**config.mk**
```make
export PLATFORM = sky130hd
export DESIGN_NAME = lsq_mem_port
export DESIGN_NICKNAME = d
export VERILOG_FILES = /design/src/rtl/lsq_pkg.sv /design/src/rtl/mem_req_fifo.sv /design/src/rtl/lsq_mem_port.sv
export SDC_FILE = /design/constraint.sdc
export NUM_CORES = 1
export LEC_CHECK = 0
export ABC_CLOCK_PERIOD_IN_PS = 7200
export CAP_MARGIN = 20
export CORE_ASPECT_RATIO = 1.25
export CORE_MARGIN = 2
export CORE_UTILIZATION = 49
export CTS_CLUSTER_SIZE = 30
export DETAILED_ROUTE_END_ITERATION = 10
export PLACE_DENSITY = 0.78
export SYNTH_ARGS = -nofsm -noshare
export SYNTH_HDL_FRONTEND = slang
export SYNTH_SLANG_ARGS = --single-unit
```
**constraint.sdc**
```tcl
create_clock -name clk -period 7.2 [get_ports clk]
set_clock_uncertainty 0.1 [all_clocks]
set_input_delay 1.44 -clock clk [delete_from_list [all_inputs] [get_ports clk]]
set_output_delay 1.44 -clock clk [all_outputs]
set_load 0.02 [all_outputs]
```
**src/rtl/lsq_pkg.sv**
```systemverilog
// lsq_pkg: shared types and helpers for the LSQ memory port
package lsq_pkg;
   localparam int XLEN = 32;
   localparam int ROB_IDX_W = 6;
   localparam int TAG_W = 6;
   typedef enum logic [1:0] {IDLE, ISSUE, WAIT, DONE} state_e;
   typedef struct packed {
      logic                 is_load;
      logic                 is_byte;
      logic [XLEN-1:0]      addr;
      logic [XLEN-1:0]      wdata;
      logic [TAG_W-1:0]     rd_tag;
      logic [ROB_IDX_W-1:0] rob_index;
   } mem_req_t;
   function automatic logic misaligned(input logic is_byte, input logic [1:0] lane);
      return !is_byte && (lane != 2'b00);
   endfunction
   function automatic logic [XLEN-1:0] load_extract(input logic [XLEN-1:0] w, input logic [1:0] lane, input logic is_byte);
      return is_byte ? {{(XLEN-8){1'b0}}, w[{lane, 3'b000} +: 8]} : w;
   endfunction
endpackage

```
**src/rtl/mem_req_fifo.sv**
```systemverilog
// mem_req_fifo: in-order request buffer for the memory port
module mem_req_fifo import lsq_pkg::*; #(
   parameter int DEPTH = 4
) (
   input  logic                        clk,
   input  logic                        rst_n,
   input  logic                        push_i,
   input  logic [$bits(mem_req_t)-1:0] data_i,
   input  logic                        pop_i,
   output logic [$bits(mem_req_t)-1:0] data_o,
   output logic                        full_o,
   output logic                        empty_o,
   output logic [$clog2(DEPTH):0]      count_o
);
   localparam int AW = $clog2(DEPTH);
   localparam int CW = AW + 1;
   logic [$bits(mem_req_t)-1:0] mem_q [DEPTH];
   logic [AW-1:0] wr_q, rd_q;
   logic [CW-1:0] count_q;
   // pointers wrap naturally at the power-of-two depth
   always_ff @(posedge clk or negedge rst_n)
      if (!rst_n) begin
         wr_q    <= '0;
         rd_q    <= '0;
         count_q <= '0;
      end else begin
         wr_q    <= wr_q + AW'(push_i);
         rd_q    <= rd_q + AW'(pop_i);
         count_q <= count_q + CW'(push_i) - CW'(pop_i);
      end
   // payload storage carries no reset
   always_ff @(posedge clk)
      if (push_i) mem_q[wr_q] <= data_i;
   assign data_o  = mem_q[rd_q];
   assign full_o  = count_q == CW'(DEPTH);
   assign empty_o = count_q == '0;
   assign count_o = count_q;
endmodule

```
**src/rtl/lsq_mem_port.sv**
```systemverilog
// lsq_mem_port: buffers LSQ requests and runs them one at a time against data memory
module lsq_mem_port import lsq_pkg::*; #(
   parameter int FIFO_DEPTH  = 4,
   parameter int MEM_LATENCY = 1
) (
   input  logic        clk,
   input  logic        rst_n,
   input  logic        req_valid_i,
   output logic        req_ready_o,
   input  logic        req_is_load_i,
   input  logic        req_byte_i,
   input  logic [31:0] req_addr_i,
   input  logic [31:0] req_wdata_i,
   input  logic [5:0]  req_rd_tag_i,
   input  logic [5:0]  req_rob_index_i,
   output logic        mem_en_o,
   output logic        mem_we_o,
   output logic [3:0]  mem_wstrb_o,
   output logic [31:0] mem_addr_o,
   output logic [31:0] mem_wdata_o,
   input  logic [31:0] mem_rdata_i,
   output logic        load_valid_o,
   output logic [31:0] load_value_o,
   output logic [5:0]  load_rd_tag_o,
   output logic [5:0]  load_rob_index_o,
   output logic        store_done_o,
   output logic [5:0]  store_rob_index_o,
   output logic        misalign_err_o,
   output logic [5:0]  err_rob_index_o
);
   localparam int CW = $clog2(FIFO_DEPTH) + 1;
   mem_req_t req, head, op_q, op_d;
   logic full, empty, push, pop;
   logic [CW-1:0] count;
   state_e state_q, state_d;
   logic err_q, err_d;
   logic [2:0] cnt_q, cnt_d;
   logic mem_en_q, mem_en_d, mem_we_q, mem_we_d;
   logic load_valid_q, load_valid_d, store_done_q, store_done_d, misalign_err_q, misalign_err_d;
   logic [3:0] mem_wstrb_q, mem_wstrb_d;
   logic [31:0] mem_addr_q, mem_addr_d, mem_wdata_q, mem_wdata_d, load_value_q, load_value_d;
   logic [5:0] load_rd_tag_q, load_rd_tag_d, load_rob_index_q, load_rob_index_d;
   logic [5:0] store_rob_index_q, store_rob_index_d, err_rob_index_q, err_rob_index_d;

   assign req         = {req_is_load_i, req_byte_i, req_addr_i, req_wdata_i, req_rd_tag_i, req_rob_index_i};
   assign req_ready_o = count < CW'(FIFO_DEPTH);
   assign push        = req_valid_i && !full;

   mem_req_fifo #(.DEPTH(FIFO_DEPTH)) u_fifo (
      .clk     (clk),
      .rst_n   (rst_n),
      .push_i  (push),
      .data_i  (req),
      .pop_i   (pop),
      .data_o  (head),
      .full_o  (full),
      .empty_o (empty),
      .count_o (count)
   );

   // FSM sequencing plus next values of every registered output
   always_comb begin
      state_d = state_q;
      op_d    = op_q;
      err_d   = err_q;
      cnt_d   = cnt_q;
      pop     = 1'b0;
      case (state_q)
         IDLE: if (!empty) begin
            pop     = 1'b1;
            op_d    = head;
            err_d   = misaligned(head.is_byte, head.addr[1:0]);
            state_d = err_d ? DONE : ISSUE;
         end
         ISSUE: begin
            state_d = op_q.is_load ? WAIT : DONE;
            cnt_d   = 3'(MEM_LATENCY);
         end
         WAIT: begin
            cnt_d   = cnt_q - 3'd1;
            state_d = cnt_q == 3'd1 ? DONE : WAIT;
         end
         default: state_d = IDLE;
      endcase
      mem_en_d          = pop && !err_d;
      mem_we_d          = mem_en_d && !head.is_load;
      mem_addr_d        = mem_en_d ? {head.addr[31:2], 2'b00} : '0;
      mem_wstrb_d       = !mem_we_d ? 4'h0 : head.is_byte ? 4'b0001 << head.addr[1:0] : 4'hF;
      mem_wdata_d       = !mem_we_d ? '0 : head.is_byte ? {4{head.wdata[7:0]}} : head.wdata;
      load_valid_d      = state_q == WAIT && cnt_q == 3'd1;
      load_value_d      = load_valid_d ? load_extract(mem_rdata_i, op_q.addr[1:0], op_q.is_byte) : '0;
      load_rd_tag_d     = load_valid_d ? op_q.rd_tag : '0;
      load_rob_index_d  = load_valid_d ? op_q.rob_index : '0;
      store_done_d      = state_q == ISSUE && !op_q.is_load;
      store_rob_index_d = store_done_d ? op_q.rob_index : '0;
      misalign_err_d    = state_q == DONE && err_q;
      err_rob_index_d   = misalign_err_d ? op_q.rob_index : '0;
   end

   // state and output registers, all cleared asynchronously
   always_ff @(posedge clk or negedge rst_n)
      if (!rst_n) begin
         state_q           <= IDLE;
         op_q              <= '0;
         err_q             <= 1'b0;
         cnt_q             <= '0;
         mem_en_q          <= 1'b0;
         mem_we_q          <= 1'b0;
         mem_wstrb_q       <= '0;
         mem_addr_q        <= '0;
         mem_wdata_q       <= '0;
         load_valid_q      <= 1'b0;
         load_value_q      <= '0;
         load_rd_tag_q     <= '0;
         load_rob_index_q  <= '0;
         store_done_q      <= 1'b0;
         store_rob_index_q <= '0;
         misalign_err_q    <= 1'b0;
         err_rob_index_q   <= '0;
      end else begin
         state_q           <= state_d;
         op_q              <= op_d;
         err_q             <= err_d;
         cnt_q             <= cnt_d;
         mem_en_q          <= mem_en_d;
         mem_we_q          <= mem_we_d;
         mem_wstrb_q       <= mem_wstrb_d;
         mem_addr_q        <= mem_addr_d;
         mem_wdata_q       <= mem_wdata_d;
         load_valid_q      <= load_valid_d;
         load_value_q      <= load_value_d;
         load_rd_tag_q     <= load_rd_tag_d;
         load_rob_index_q  <= load_rob_index_d;
         store_done_q      <= store_done_d;
         store_rob_index_q <= store_rob_index_d;
         misalign_err_q    <= misalign_err_d;
         err_rob_index_q   <= err_rob_index_d;
      end

   assign mem_en_o          = mem_en_q;
   assign mem_we_o          = mem_we_q;
   assign mem_wstrb_o       = mem_wstrb_q;
   assign mem_addr_o        = mem_addr_q;
   assign mem_wdata_o       = mem_wdata_q;
   assign load_valid_o      = load_valid_q;
   assign load_value_o      = load_value_q;
   assign load_rd_tag_o     = load_rd_tag_q;
   assign load_rob_index_o  = load_rob_index_q;
   assign store_done_o      = store_done_q;
   assign store_rob_index_o = store_rob_index_q;
   assign misalign_err_o    = misalign_err_q;
   assign err_rob_index_o   = err_rob_index_q;
endmodule
```
==> results.yml <==
status:
  outcome: "finished clean"
synthesis:
  average_size_of_a_mapped_cell_sq_um: 20.17
  synth_flop_cell: "sky130_fd_sc_hd__edfxtp_1"
  yosysWarnings: 0
  synth_edf_count: 312
  ys_ff_latch: 468
  synth_cell_type_count: 38
  postSynthCellCount: 863
  post_synthesis_sequential_area_ratio_pct: 76.24
  synth.cell_area_sq_um: 17410
  async_reset_ff_share_pct: 33.33
route:
  totalWireLength_mm: 35.87
  drt-wirelength-per-cell_um: 22.07
  vias: 8735
  route.met2.wl_mm: 19.25
  drc: 0
  detail_route_met3_wl_mm: 2.102
  routedLengthMet1_mm: 13.41
  route.antenna.remaining_nets: 0
  dr.pass1.iters: 5
  routed.top_layer: "met5"
  dr.first_iter.drc_count: 709
  route.detailed.vias_per_inst: 5.375
power_and_ir_drop:
  total_leakage_power_uw: 0.007939
  power.density_cell_area_nw_per_um2: 422.0
  report.power.total_uw: 9180
  peakVddDrop_v: 0.0002657
sta:
  report.final.slew_viol_count: 0
  fin_tns_setup_ns: 0
  final-hold-violation-count: 0
  worst_pin_slew_ns: 0.9200
  layout_worst_path_cycle_share_pct: 47.52
  max_slew_margin_pct: 38.66
  finalCriticalPeriod_ns: 3.421
  grt_setup_unrepaired: "no"
  timing.fmax_ghz: 0.2923
  finalSetupViolations: 0
cells_and_area:
  finalInstanceArea_sq_um: 21750
  number_of_standard_cells_in_the_layout_taps_in_and_fillers_out: 1625
  drive_gt1_share_pct: 19.83
  nets: 1239
  n_fill_cell: 2403
  post_layout_utilization_of_the_core_pct: 61.86
  synthToLayoutAreaGrowth_pct: 24.95
clock_network:
  cts-buffers-inserted: 44
  clkLatencyLatePin_ns: 0.54
  holdBufCountCts: 0
  numClockSinks: 468
  cts.repair_timing.setup_buffer_count: 0
  tritoncts: "yes"
  cts_resized: 0
  clock_tree.buffer_depth: 3
  clock_slew_at_reported_path_ffs_ns: 0.06
  clock_tree.root_cell: "sky130_fd_sc_hd__clkbuf_16"
  cts_htree_levels: 2
floorplan:
  initial_utilization_pct: 49.51
  io-pin-count: 243
  fp.coreArea_sq_um: 35170
  die_w_um: 172.6
  dieArea_sq_um: 37060
  die_h_um: 214.7
  core.rowCount: 77
critical_path:
  worst_path_largest_cell_delay_ns: 0.72
  crit_chain: "clkdlybuf4s50_1, o31ai_1, inv_1, and3_4, buf_4"
  cp-start-kind: "primary input"
  critical_path_peak_fanout: 57
  worstPathRequired_ns: 7.27
  worst_setup_path_end_kind: "flip-flop"
  cp.arrival_ns: 3.49
  critPathKind: "primary input to flip-flop"
  crit_slowest_cell: "sky130_fd_sc_hd__buf_4"
grt:
  grt_pass1_vias: 9422
  track_usage_pct: 19.71
  grt_max_degree: 79
  first_pass_grt_wire_length_mm: 55.61
  grt_overflow: 0
  antenna_found_initial: 2
placed_design:
  port_buffers: 240
  place_congestion: 0.7915
  post-dp-hpwl_mm: 22.39
  dp_cells: 1541
  place_area_sq_um: 20290
job:
  drv.max_cap_violation_count: 0
min_path:
  hold_path.class: "flip-flop to flip-flop"
==> where the power goes <==
| group | leakage, uW | switching, uW | internal [uW] |
|---|---|---|---|
| Combinational | 0.00230 | 1570 | 1380 |
| Sequential | 0.00494 | 356 | 3590 |
| Clock | 0.000703 | 963 | 1330 |
==> registers in the layout, summed over array words and instances, names as in the netlist <==
| signal | cells |
|---|---|
| u_fifo.mem_q | 312 |
| mem_wstrb_o | 4 |
| u_fifo.count_o | 3 |
| err_rob_index_o | 6 |
| mem_en_o | 1 |
| load_rob_index_o | 6 |
| store_done_o | 1 |
| u_fifo.wr_q | 2 |
| mem_wdata_o | 32 |
| err_q | 1 |
| load_valid_o | 1 |
| load_rd_tag_o | 6 |
| mem_addr_o | 30 |
| u_fifo.rd_q | 2 |
| misalign_err_o | 1 |
| op_q | 16 |
| store_rob_index_o | 6 |
| cnt_q | 3 |
| load_value_o | 32 |
| state_q | 2 |
| mem_we_o | 1 |
==> layout make-up <==
cell class              count  area [sq um]  area share (%)
clock buffers              58          1205           5.539
diodes                      1         2.502         0.01150
well taps                 474         593.1           2.726
multi-input cells         334          3855           17.72
flip-flops and latches    468         13280           61.05
clock inverters            24         242.7           1.116
inverters                  12         45.04          0.2071
repair buffers            254          2529           11.62
==> layer usage <==
metal,vias to the layer above,GRT usage [%]
met5,-,0
met4,2,7.350
met3,67,3.521
met2,351,34.99
met1,4481,24.20
li1,3834,-
==> path summary, 6_finish.rpt <==
kind	start	end	slack (ns)	cells after the start
setup reg to reg	u_fifo.rd_q[0]	err_q	3.99	4
setup / recovery	req_valid_i	u_fifo.mem_q[3][19]	3.78	5
hold reg to reg	op_q[8]	load_rd_tag_o[2]	0.38	1
hold / removal	op_q[8]	load_rd_tag_o[2]	0.38	1
min in group asynchronous	rst_n	load_value_o[17]	0.80	1
max in group asynchronous	rst_n	u_fifo.rd_q[1]	4.98	2
==> cells by family after synthesis <==
| group | after synthesis | synth area share, % |
|---|---|---|
| buffers and inverters | 62 | 1.869 |
| AND/OR/NAND/NOR | 151 | 6.698 |
| other | 1 | 0.02154 |
| AO/OA/AOI/OAI | 59 | 2.257 |
| flip-flops | 468 | 76.24 |
| XOR/XNOR | 6 | 0.3019 |
| multiplexers | 104 | 11.71 |
| adder cells (fa/ha/maj) | 12 | 0.9056 |
==> critical path, delay by kind of cell <==
kind	cells	cell delay [ns]
buffers and inverters	3	1.38
AO/OA/AOI/OAI	1	0.19
AND/OR/NAND/NOR	1	0.42
==> through the flow <==
step,worst slack [ns],hold WS (ns)
2_1_floorplan,-0.7972,0.3432
4_1_cts,3.764,0.3815
6_report,3.779,0.3764
3_3_place_gp,3.209,0.3586
5_1_grt,3.644,0.4028
3_5_place_dp,3.189,0.3673
==> cell usage in the layout, fill, tap and decap left out, drive strengths merged <==
cell	count
nand2	9
conb	2
nor3	5
ha	11
a211oi	24
inv	14
nor3b	49
o21a	1
clkinvlp	5
dfrtp	156
and2	43
nand2b	25
or3	1
xnor2	2
and3b	1
bufinv	4
o21ai	11
or2	1
xor2	4
mux4	78
nand3b	1
a21o	9
nand3	2
buf	15
mux2	17
nor2b	3
nor2	2
o31ai	3
clkinv	13
and3	8
mux2i	9
diode	1
o21ba	1
edfxtp	312
fa	1
clkbuf	58
nor4b	1
a21oi	10
clkdlybuf4s50	239
==> cell usage after synthesis (10+ instances only) <==
| library cell | n | share of area (%) |
|---|---|---|
| sky130_fd_sc_hd__inv_1 | 12 | 0.26 |
| sky130_fd_sc_hd__edfxtp_1 | 312 | 54 |
| sky130_fd_sc_hd__and2_1 | 43 | 1.5 |
| sky130_fd_sc_hd__nor3b_1 | 11 | 0.47 |
| sky130_fd_sc_hd__mux2_2 | 17 | 1.1 |
| sky130_fd_sc_hd__mux4_2 | 78 | 10 |
| sky130_fd_sc_hd__buf_2 | 14 | 0.40 |
| sky130_fd_sc_hd__a21oi_1 | 10 | 0.29 |
| sky130_fd_sc_hd__nand2b_1 | 25 | 0.90 |
| sky130_fd_sc_hd__nor3b_2 | 38 | 2.7 |
| sky130_fd_sc_hd__a211oi_1 | 24 | 1.0 |
| sky130_fd_sc_hd__ha_1 | 11 | 0.79 |
| sky130_fd_sc_hd__clkbuf_1 | 21 | 0.45 |
| sky130_fd_sc_hd__o21ai_0 | 11 | 0.32 |
| sky130_fd_sc_hd__dfrtp_1 | 156 | 22 |
No activity file was read; power rests on OpenSTA's default activity.
